**src/rtl/tc_misr_sig_if.sv**
```systemverilog
// rtl/tc_misr_sig_if.sv - compaction session bus between BIST sequencer and tc_misr_sig
interface tc_misr_sig_if #(
  parameter int WIDTH = 16,
  parameter int MW    = 8,
  parameter int CNT_W = 8
);
  logic             START;
  logic [CNT_W-1:0] LEN;
  logic [WIDTH-1:0] GOLD;
  logic             M_EN;
  logic [MW-1:0]    M;
  logic             BUSY;
  logic             DONE;
  logic             PASS;

  modport master (output START, LEN, GOLD, M_EN, M, input BUSY, DONE, PASS);
  modport slave  (input START, LEN, GOLD, M_EN, M, output BUSY, DONE, PASS);
endinterface

```
**src/rtl/tc_misr_sig.sv**
```systemverilog
// rtl/tc_misr_sig.sv - MISR with seed load, scan shift and counted signature compaction
module tc_misr_sig #(
  parameter int             WIDTH = 16,
  parameter int             MW    = 8,
  parameter logic [WIDTH-1:0] TAPS = 16'h6801,
  parameter int             CNT_W = 8
) (
  input  logic             phi,
  input  logic             RST_N,
  input  logic             SET_EN,
  input  logic [WIDTH-1:0] SET_VAL,
  input  logic             SI_EN,
  input  logic             SI,
  output logic             SO,
  output logic [WIDTH-1:0] OUT,
  tc_misr_sig_if.slave     sess
);

  typedef enum logic [1:0] {
    IDLE    = 2'd0,
    COMPACT = 2'd1,
    DONE    = 2'd2
  } state_t;

  state_t           state_q, state_d;
  logic [CNT_W-1:0] count_q;
  logic [WIDTH-1:0] gold_q;
  logic [WIDTH-1:0] misr_next;
  logic             ctl;
  logic             step;
  logic             start_ok;

  always_comb begin
    state_d   = state_q;
    ctl       = SET_EN | SI_EN;
    step      = 1'b0;
    start_ok  = 1'b0;
    sess.BUSY = (state_q == COMPACT);
    sess.DONE = (state_q == DONE);
    sess.PASS = (state_q == DONE) && (OUT == gold_q);
    // Shift toward the MSB, fold the MSB back through TAPS, inject responses at the low stages.
    misr_next = {OUT[WIDTH-2:0], 1'b0} ^ (TAPS & {WIDTH{OUT[WIDTH-1]}}) ^ WIDTH'(sess.M);

    if (ctl) begin
      state_d = IDLE;
    end else begin
      case (state_q)
        IDLE, DONE: begin
          if (sess.START) begin
            start_ok = 1'b1;
            state_d  = (sess.LEN != '0) ? COMPACT : DONE;
          end
        end
        COMPACT: begin
          if (sess.M_EN) begin
            step = 1'b1;
            if (count_q == CNT_W'(1)) state_d = DONE;
          end
        end
        default: state_d = IDLE;
      endcase
    end
  end

  always_ff @(posedge phi or negedge RST_N) begin
    if (!RST_N) begin
      state_q <= IDLE;
      OUT     <= '0;
      count_q <= '0;
      gold_q  <= '0;
    end else begin
      state_q <= state_d;
      if (SET_EN)      OUT <= SET_VAL;
      else if (SI_EN)  OUT <= {OUT[WIDTH-2:0], SI};
      else if (step)   OUT <= misr_next;

      if (start_ok) begin
        count_q <= sess.LEN;
        gold_q  <= sess.GOLD;
      end else if (step) begin
        count_q <= count_q - CNT_W'(1);
      end
    end
  end

  assign SO = OUT[WIDTH-1];

endmodule

```
**src/flat_wrapper.sv**
```systemverilog
// flat-port wrapper written by rule: the top's interface ports become plain ports
module tc_misr_sig_flat 
#(
  parameter int             WIDTH = 16,
  parameter int             MW    = 8,
  parameter logic [WIDTH-1:0] TAPS = 16'h6801,
  parameter int             CNT_W = 8
)
  (phi, RST_N, SET_EN, SET_VAL, SI_EN, SI, SO, OUT, sess_START, sess_LEN, sess_GOLD, sess_M_EN, sess_M, sess_BUSY, sess_DONE, sess_PASS);
  tc_misr_sig_if #(.WIDTH(WIDTH), .MW(MW), .CNT_W(CNT_W)) sess_i ();
  input  logic phi;
  input  logic RST_N;
  input  logic SET_EN;
  input  logic [WIDTH-1:0] SET_VAL;
  input  logic SI_EN;
  input  logic SI;
  output logic SO;
  output logic [WIDTH-1:0] OUT;
  input wire logic [$bits(sess_i.START)-1:0] sess_START;
  input wire logic [$bits(sess_i.LEN)-1:0] sess_LEN;
  input wire logic [$bits(sess_i.GOLD)-1:0] sess_GOLD;
  input wire logic [$bits(sess_i.M_EN)-1:0] sess_M_EN;
  input wire logic [$bits(sess_i.M)-1:0] sess_M;
  output wire logic [$bits(sess_i.BUSY)-1:0] sess_BUSY;
  output wire logic [$bits(sess_i.DONE)-1:0] sess_DONE;
  output wire logic [$bits(sess_i.PASS)-1:0] sess_PASS;
  assign sess_i.START = sess_START;
  assign sess_i.LEN = sess_LEN;
  assign sess_i.GOLD = sess_GOLD;
  assign sess_i.M_EN = sess_M_EN;
  assign sess_i.M = sess_M;
  assign sess_BUSY = sess_i.BUSY;
  assign sess_DONE = sess_i.DONE;
  assign sess_PASS = sess_i.PASS;
  tc_misr_sig #(.WIDTH(WIDTH), .MW(MW), .TAPS(TAPS), .CNT_W(CNT_W)) u_core (.phi(phi), .RST_N(RST_N), .SET_EN(SET_EN), .SET_VAL(SET_VAL), .SI_EN(SI_EN), .SI(SI), .SO(SO), .OUT(OUT), .sess(sess_i));
endmodule
```
**config.mk**
```make
export PLATFORM = sky130hd
export DESIGN_NAME = tc_misr_sig_flat
export DESIGN_NICKNAME = d
export VERILOG_FILES = /design/src/rtl/tc_misr_sig_if.sv /design/src/rtl/tc_misr_sig.sv /design/src/flat_wrapper.sv
export SDC_FILE = /design/constraint.sdc
export NUM_CORES = 1
export LEC_CHECK = 0
export ABC_AREA = 1
export CAP_MARGIN = 20
export CORE_ASPECT_RATIO = 1.5
export CORE_MARGIN = 5
export CORE_UTILIZATION = 63
export CTS_CLUSTER_DIAMETER = 200
export DETAILED_ROUTE_END_ITERATION = 8
export DONT_BUFFER_PORTS = 1
export GPL_TIMING_DRIVEN = 0
export HOLD_SLACK_MARGIN = 0.05
export PLACE_DENSITY = 0.79
export SLEW_MARGIN = 20
export SYNTH_ARGS = -nofsm -noshare
export SYNTH_HDL_FRONTEND = slang
export SYNTH_SLANG_ARGS = --single-unit
```
**constraint.sdc**
```tcl
create_clock -name phi -period 1.4 [get_ports phi]
set_input_delay 0.28 -clock phi [delete_from_list [all_inputs] [get_ports phi]]
set_output_delay 0.28 -clock phi [all_outputs]
set_load 0.005 [all_outputs]
```
==> results of run 1 <==
-- placed cells by master (no fill, tap or decap), types with 5 or more instances in the layout --
master      n
clkbuf_8    6
o21ai_2     5
dfrtp_1    40
inv_1      25
buf_4       5
xor2_1     16
nand2_1   138
nor2_1     22
nand3_1     8
inv_2       9
o21ai_0     9
o211ai_1   13
-- metal layers --
layer / part of all wire, % / wire length (um) / global-route usage [%] / vias to the layer above
met2: 53 / 3360 / 41.5 / 70
li1: - / - / - / 1073
met3: 8.5 / 541 / 7.82 / 14
met4: 3.1 / 201 / 12.2 / 0
met5: 0 / 0 / 0 / -
met1: 36 / 2280 / 25.9 / 1021
-- worst reg2reg max path: stages (launching register included) --
cell and delay (ns):
dfrtp_1 0.38, inv_2 0.06, buf_6 0.11, nor2_4 0.19
nand2_2 0.12, nand2_4 0.13, clkbuf_16 0.16, o21ai_2 0.04
o22ai_1 0.12
-- layout make-up --
| cell class | instances | area, um^2 |
|---|---|---|
| clock buffer | 6 | 82.6 |
| fill | 324 | 1090 |
| buffer | 9 | 90.1 |
| inverter | 35 | 136 |
| sequential | 42 | 1050 |
| timing repair buffer | 8 | 96.3 |
| tap | 45 | 56.3 |
| multi-input combinational | 249 | 1290 |
| clock inverter | 1 | 30.0 |
-- how the worst max path moves through the flow --
stage	slack, ns	cells past startpoint	from	end
2_1_floorplan	0.14	7	u_core.state_q[0]$_DFFE_PN0P_	sess_PASS
3_3_place_gp	-0.02	7	u_core.state_q[0]$_DFFE_PN0P_	sess_PASS
3_5_place_dp	-0.04	7	u_core.state_q[0]$_DFFE_PN0P_	sess_PASS
4_1_cts	-0.26	7	u_core.OUT[13]$_DFFE_PN0P_	sess_PASS
5_1_grt	-0.39	7	u_core.OUT[13]$_DFFE_PN0P_	sess_PASS
6_report	-0.27	7	u_core.OUT[13]$_DFFE_PN0P_	sess_PASS
-- kinds of logic (layout without fill, tap and decap cells) --
| logic type | Yosys count | after routing | synth area share, % |
|---|---|---|---|
| flops | 42 | 42 | 41.6 |
| buf+inv | 44 | 59 | 8.52 |
| simple gates | 185 | 185 | 31.0 |
| fa+ha+maj | 2 | 2 | 0.990 |
| compound gates | 41 | 41 | 10.6 |
| xor+xnor | 21 | 21 | 7.28 |
-- where the power goes --
group          internal (uW)  switching (uW)  total (uW)
Combinational            371             488         859
Clock                    571             420         991
Sequential              1420             222        1640
-- repair_timing --
action	4_1_cts	5_1_grt
pin swaps	1	2
setup endpoints to repair	1	12
hold buffers	2	0
gates cloned	0	1
gates resized for setup	6	12
hold endpoints to repair	42	0
buffers inserted	2	3
-- sequential cells by signal, summed over array words and instances (netlist names) --
name            count
u_core.OUT         16
u_core.gold_q      16
u_core.count_q      8
u_core.state_q      2
-- metrics by stage --
step	instance area [um^2]	util, %
global route	2840	72.3
floorplan	2530	-
global placement	2580	65.8
finish	2840	72.3
CTS	2750	70.1
detailed placement	2580	65.8
-- Yosys cell counts (2+ instances only) --
| cell | count |
|---|---|
| nand2_2 | 4 |
| a31oi_1 | 2 |
| o22ai_1 | 3 |
| nand2_1 | 139 |
| a21oi_1 | 4 |
| xor2_1 | 16 |
| buf_6 | 3 |
| xnor2_1 | 5 |
| inv_1 | 29 |
| o211ai_1 | 13 |
| inv_2 | 5 |
| o21ai_0 | 9 |
| ha_1 | 2 |
| nand3_2 | 3 |
| buf_2 | 3 |
| nand3_1 | 8 |
| nor2_1 | 25 |
| buf_4 | 2 |
| dfrtp_1 | 42 |
| o21ai_1 | 3 |
| o21ai_2 | 5 |
==> metrics.txt, run 1 <==
status=complete, but fails checks; failing checks=setup timing; Post-synth EDFFs=0; hold path start=sess_GOLD[5]; Reg-to-Reg End=u_core.OUT[14]$_DFFE_PN0P_; clk_lat worst skew=0.30 ns; MaxCap Viol Count=0; Synth area leader=dfrtp_1; Startpoint Class=flip-flop; Critical Path Fanout Max=4; LEAKAGE=0.00142 uW; syn_area_per_cell=7.54 um^2; synth warn=0; drt first-iter violations=94; chip width=61.7 um; post-synthesis cell count=335; Synth Net Count=392; Yosys reg bits=42; synthesis-to-finish area growth=12.3%; Num CTS Buffers=5; slew margin rel.=80.9%; sinks on the clock net=42; Cell variety after synth=31; initial antenna violation count=0; vias in the first global route=2158; Worst Hold Endpoint=u_core.gold_q[5]$_DFFE_PN0P_; ANT cells=0; CP max-delay cell=dfrtp_1; Final WS setup=-0.272 ns; layout cell share with drive strength beyond 1=16.6%; Synth Cell Area=2530 um^2; Max Root-Sink Buffers=2; TritonCTS clock tree=built; Fin. Hold Viols=0; largest net degree at the start of global routing=43; drt total wl=6.38 mm; setup tns final=-0.272 ns; Largest stage delay, worst path=0.43 ns; RSZ-0062 raised after global routing=yes; crit end category=output port; Power Total=3490 uW; Initial Util=64.4%; Fin Hold WS=0.0890 ns; CP Data Arrival Time=1.39 ns; core box area=3920 um^2; Final setup viols=1; Max Clock Skew=0.00929 ns; DR pass1 iterations=4; clock transition at the registers of the reported paths=0.09 ns; first-pass GRT wire length=9.65 mm; CP top delay family=simple AND/OR/NAND/NOR gates; worst hold path class=input port to flip-flop; Slew Viols, Final=0; drc violations=0; I/O pin total=75; Cells on Worst Hold Path=2; PwrDens=1230 nW/um^2; height of the die=87.6 um; total number of vias=2178; fin crit share=119%; CTS H-tree lvls=2; R2R Path Start=u_core.state_q[0]$_DFFE_PN0P_; asr flop ratio synth=100%; Die Area=5400 um^2; post-synth top area share=41.6%; Top FF cell, synth=dfrtp_1; Final Non-Filler Cells=395; FF-to-FF path depth=8; minimum clock period=1.67 ns; port bufs=0; Cells after DPL=380; HPWL after DPL=4.61 mm; CTS root buf=clkbuf_8; required time of the critical path=1.12 ns; maximum VDD drop=0.931 mV; drt wl/cell=16.2 um; CP cell instances=inv_2, nor2_2, nor2_1, nand2_1, nor2_1, nand3_1, nor2_2; Place WS=-0.0380 ns; Crit path buffers/inverters=1; register area share after synthesis=41.6%; DRT antenna net count=0; total grt overflow=0; vias per cell=5.51; worst slew pin tran=0.285 ns; total track usage=24.3%; fmax=598 MHz; FF-to-FF setup slack=0.02 ns; WS Path Type=flip-flop to output port; # rows=28; largest cells by area after synthesis=dfrtp_1 (42%), nand2_1 (21%), xor2_1 (5.5%), inv_1 (4.3%), o211ai_1 (3.9%); nets=407; GPL Wtd Cong=0.886
Note: power is estimated with default switching activity, not from simulation.
==> run 2: changes to the inputs <==
REMOVE_ABC_BUFFERS = 1   (was not set)
==> metrics.txt, run 2 (synthesized netlist as in run 1, its figures left out) <==
status=complete, but fails checks; failing checks=setup timing; Fin. Hold Viols=0; I/O pin total=75; Die Area=5400 um^2; CTS root buf=clkbuf_8; Largest stage delay, worst path=0.45 ns; Max Clock Skew=0.00893 ns; synthesis-to-finish area growth=13.7%; vias per cell=5.57; sinks on the clock net=42; R2R Path Start=u_core.state_q[0]$_DFFE_PN0P_; drt first-iter violations=122; Slew Viols, Final=0; chip width=61.7 um; Final setup viols=3; minimum clock period=1.66 ns; fin crit share=118%; worst hold path class=input port to flip-flop; CP top delay family=flip-flops; worst slew pin tran=0.442 ns; drt total wl=6.54 mm; Area after DPL=2500 um^2; HPWL after DPL=4.32 mm; total number of vias=2222; FF-to-FF setup slack=-0.03 ns; vias in the first global route=2106; # rows=28; Worst Hold Endpoint=u_core.gold_q[3]$_DFFE_PN0P_; fmax=603 MHz; drc violations=0; clock transition at the registers of the reported paths=0.08 ns; Crit path buffers/inverters=2; Max Root-Sink Buffers=2; CP most frequent cell=nor2_2; Final WS setup=-0.257 ns; DRT antenna net count=0; total track usage=24.2%; TritonCTS clock tree=built; CP cell instances=inv_2, o21ai_0, inv_1, nand2_1, nor2_2, nand3_2, nor2_2; LEAKAGE=0.00141 uW; WS Path Type=flip-flop to output port; setup tns final=-0.303 ns; layout cell share with drive strength beyond 1=19.2%; maximum VDD drop=1.02 mV; initial antenna violation count=0; FF-to-FF path depth=7; CP Data Arrival Time=1.38 ns; hold path start=sess_GOLD[3]; DR pass1 iterations=4; Initial Util=64.4%; GPL Wtd Cong=0.828; RSZ-0062 raised after global routing=yes; fin area=2870 um^2; Worst setup startpoint=u_core.OUT[2]$_DFFE_PN0P_; largest net degree at the start of global routing=43; clk_lat worst skew=0.30 ns; total grt overflow=0; nets=410; MaxCap Viol Count=0; ANT cells=0; Power Total=3320 uW; PwrDens=1160 nW/um^2; CP max-delay cell=dfrtp_2; drt wl/cell=16.4 um; port bufs=0; Reg-to-Reg End=u_core.OUT[0]$_DFFE_PN0P_; Core Util, Final=73.2%; CTS H-tree lvls=2; Num CTS Buffers=5; height of the die=87.6 um; first-pass GRT wire length=9.58 mm; core box area=3920 um^2; commonest non-fill, non-tap cell in the layout=nand2_1; Cells on Worst Hold Path=2; Largest regs=u_core.OUT (16), u_core.gold_q (16), u_core.count_q (8); Place WS=-0.0256 ns; Critical Path Fanout Max=4; slew margin rel.=70.5%; most frequent cells in the layout=nand2_1 (137), dfrtp_1 (38), inv_1 (22), nor2_1 (22), xor2_1 (16); required time of the critical path=1.12 ns; Startpoint Class=flip-flop; crit end category=output port
[run 2: changes by cell type in the layout (fill, tap and decap cells not counted), moves of 2 or more]
| cell | delta |
|---|---|
| buf_2 | -3 |
| buf_4 | +6 |
| buf_8 | -3 |
| dfrtp_1 | -2 |
| dfrtp_2 | +2 |
| inv_1 | -3 |
| inv_2 | +2 |
| nand2_8 | +3 |
| o21ai_0 | -5 |
| o21ai_1 | +4 |
[run 2: worst max path at each step]
stage	endpoint	slack [ns]	cells after the start
floorplan	sess_PASS	0.14	7
global placement	sess_PASS	-0.02	7
detailed placement	sess_PASS	-0.03	7
global route	sess_PASS	-0.34	8
CTS	sess_PASS	-0.29	8
finish	sess_PASS	-0.26	7
[run 2: final cells by class]
type | count | area [um^2]
clock inverter | 1 | 5.00
tap | 45 | 56.3
multi-input combinational | 251 | 1350
fill | 313 | 1050
sequential | 42 | 1060
inverter | 35 | 149
timing repair inverter | 1 | 11.3
timing repair buffer | 17 | 158
clock buffer | 7 | 86.3
[run 2: repair_timing]
item / in CTS / in global routing
buffers inserted: 4 / 11
endpoints found under the setup margin: 2 / 24
hold buffers: 2 / 0
gates cloned: 1 / 2
hold endpoints to repair: 42 / 0
gates resized for setup: 12 / 27
pin swaps: 4 / 15
[run 2: per-stage QoR]
step / cells / hold slack [ns]
3_5_place_dp: 371 / -0.0146
5_1_grt: 399 / 0.0820
4_1_cts: 386 / 0.0856
6_report: 399 / 0.0877
2_1_floorplan: 326 / -0.0156
3_3_place_gp: 371 / -0.0145
[run 2: report_power, final]
part | total, uW | switching, uW | leakage [uW] | internal [uW]
Clock | 806 | 408 | 0.0000482 | 398
Combinational | 883 | 518 | 0.000856 | 366
Sequential | 1630 | 208 | 0.000508 | 1420
[run 2: routing by layer]
metal	share of wire, %	routed length (um)	GRT usage (%)
met5	0	0	0
met4	3.2	211	10.0
met3	8.9	585	7.23
met2	52	3410	41.8
met1	36	2330	26.9
==> run 3: changes to the inputs <==
CORE_MARGIN = not set   (was 5)
SETUP_SLACK_MARGIN = 0.05   (was not set)
==> metrics.txt, run 3 (synthesized netlist as in run 1, its figures left out) <==
ANT cells=0; commonest non-fill, non-tap cell in the layout=nand2_1; most frequent cells in the layout=nand2_1 (135), dfrtp_1 (38), inv_1 (22); TritonCTS clock tree=built; FF-to-FF setup slack=0.02 ns; Sw Pwr=1170 uW; drt wl/cell=16.1 um; Fin. Hold Viols=0; PwrDens=1170 nW/um^2; # rows=27; first-pass GRT wire length=9.75 mm; maximum VDD drop=0.906 mV; status=complete, but fails checks; chip width=53.7 um; CTS H-tree lvls=2; worst hold path class=input port to flip-flop; CP most frequent cell=nand2_1; WS Path Type=flip-flop to output port; Initial Util=67.4%; Critical Path Fanout Max=4; drt total wl=6.25 mm; slew margin rel.=70.0%; RSZ-0062 raised after global routing=yes; largest net degree at the start of global routing=43; layout cell share with drive strength beyond 1=19.4%; worst slew pin tran=0.449 ns; minimum clock period=1.64 ns; Flop pwr share=49.1%; Comb power frac=27.7%; Largest regs=u_core.OUT (16), u_core.gold_q (16), u_core.count_q (8); CTS root buf=clkbuf_8; Final WS setup=-0.240 ns; hold path start=sess_GOLD[4]; initial antenna violation count=0; failing checks=setup timing; Cells on Worst Hold Path=2; Largest stage delay, worst path=0.42 ns; drc violations=0; Final setup viols=1; HPWL after DPL=4.04 mm; fmax=610 MHz; nets=403; Max Clock Skew=0.00572 ns; LEAKAGE=0.00138 uW; CP max-delay cell=dfrtp_2; CP Data Arrival Time=1.36 ns; setup tns final=-0.240 ns; clk_lat worst skew=0.30 ns; port bufs=0; total grt overflow=0; internal cell power=2140 uW; vias per cell=5.60; MaxCap Viol Count=0; total number of vias=2177; Reg-to-Reg End=u_core.count_q[1]$_DFFE_PN0P_; CP cell instances=inv_2, nand2_1, nand2_1, inv_1, nand2_1, nor2_2, nand3_2, nor2_2; Switching Fraction=35.4%; crit end category=output port; Die Area=4270 um^2; CP top delay family=simple AND/OR/NAND/NOR gates; R2R Path Start=u_core.state_q[0]$_DFFE_PN0P_; Place WS=-0.0551 ns; I/O pin total=75; Slew Viols, Final=0; Max Root-Sink Buffers=2; DRT antenna net count=0; DR pass1 iterations=4; synthesis-to-finish area growth=12.0%; Crit path buffers/inverters=2; drt first-iter violations=78; clock transition at the registers of the reported paths=0.08 ns; vias in the first global route=2156; Num CTS Buffers=5; Filler cells=288; Fin Hold WS=0.0831 ns; height of the die=79.6 um; Clk pwr share=23.2%; required time of the critical path=1.12 ns; Startpoint Class=flip-flop; Core Util, Final=75.5%; FF-to-FF path depth=8; fin crit share=117%; total track usage=32.0%; GPL Wtd Cong=0.796; Worst Hold Endpoint=u_core.gold_q[4]$_DFFE_PN0P_; core box area=3750 um^2; sinks on the clock net=42
-- run 3: repair_timing --
item | in CTS | in global routing
buffers inserted | 7 | 1
gates cloned | 2 | 1
endpoints found under the hold margin | 42 | 0
setup endpoints to repair | 6 | 23
gates resized for setup | 20 | 25
pin swaps | 9 | 11
hold buffers | 2 | 0
-- run 3: worst register-to-register path, cell delays in order, from the launching register on --
cell and delay, ns:
dfrtp_1 0.37, inv_2 0.04, buf_4 0.14, nor2_4 0.20, nand3_4 0.17, nand2_8 0.15, inv_4 0.04, nand2_1 0.05
o211ai_1 0.09
-- run 3: per-layer routing --
| metal | GRT usage, % | up-vias | part of all wire [%] |
|---|---|---|---|
| li1 | - | 1069 | - |
| met1 | 36.1 | 1016 | 37 |
| met2 | 55.4 | 83 | 54 |
| met3 | 6.86 | 9 | 7.4 |
| met4 | 13.4 | 0 | 2.2 |
| met5 | 0 | - | 0 |
-- run 3: stage by stage --
step,total power [uW],instance area (um^2),instances
2_1_floorplan,2210,2450,326
3_5_place_dp,2380,2500,369
3_3_place_gp,2360,2500,369
5_1_grt,3500,2830,389
6_report,3310,2830,389
4_1_cts,3220,2730,387
-- run 3: final cells by class --
cell class	count	area [um^2]	share of cell area [%]
Timing Repair inverter	1	8.76	0.309
Clock buffer	5	68.8	2.43
Inverter	35	156	5.53
Sequential cell	42	1060	37.3
Timing Repair Buffer	10	90.1	3.18
Tap cell	43	53.8	1.90
Clock inverter	2	10.0	0.354
Multi-Input combinational cell	251	1390	49.0
-- run 3: how the worst max path moves through the flow --
| stage | slack (ns) | from | to | cells past startpoint |
|---|---|---|---|---|
| after floorplan | 0.14 | u_core.state_q[0]$_DFFE_PN0P_ | sess_PASS | 7 |
| after global placement | -0.02 | u_core.state_q[0]$_DFFE_PN0P_ | sess_PASS | 7 |
| after detailed placement | -0.06 | u_core.state_q[0]$_DFFE_PN0P_ | sess_PASS | 7 |
| after CTS | -0.26 | u_core.OUT[2]$_DFFE_PN0P_ | sess_PASS | 7 |
| after global routing | -0.29 | u_core.OUT[13]$_DFFE_PN0P_ | sess_PASS | 8 |
| final | -0.24 | u_core.OUT[2]$_DFFE_PN0P_ | sess_PASS | 8 |
-- run 3: power groups by stage --
stage | clock (uW) | combinational (uW) | sequential (uW)
final | 769 | 916 | 1620
after global routing | 809 | 1040 | 1660
after CTS | 768 | 839 | 1610
after detailed placement | 0 | 751 | 1630
after global placement | 0 | 731 | 1630
after floorplan | 0 | 626 | 1590
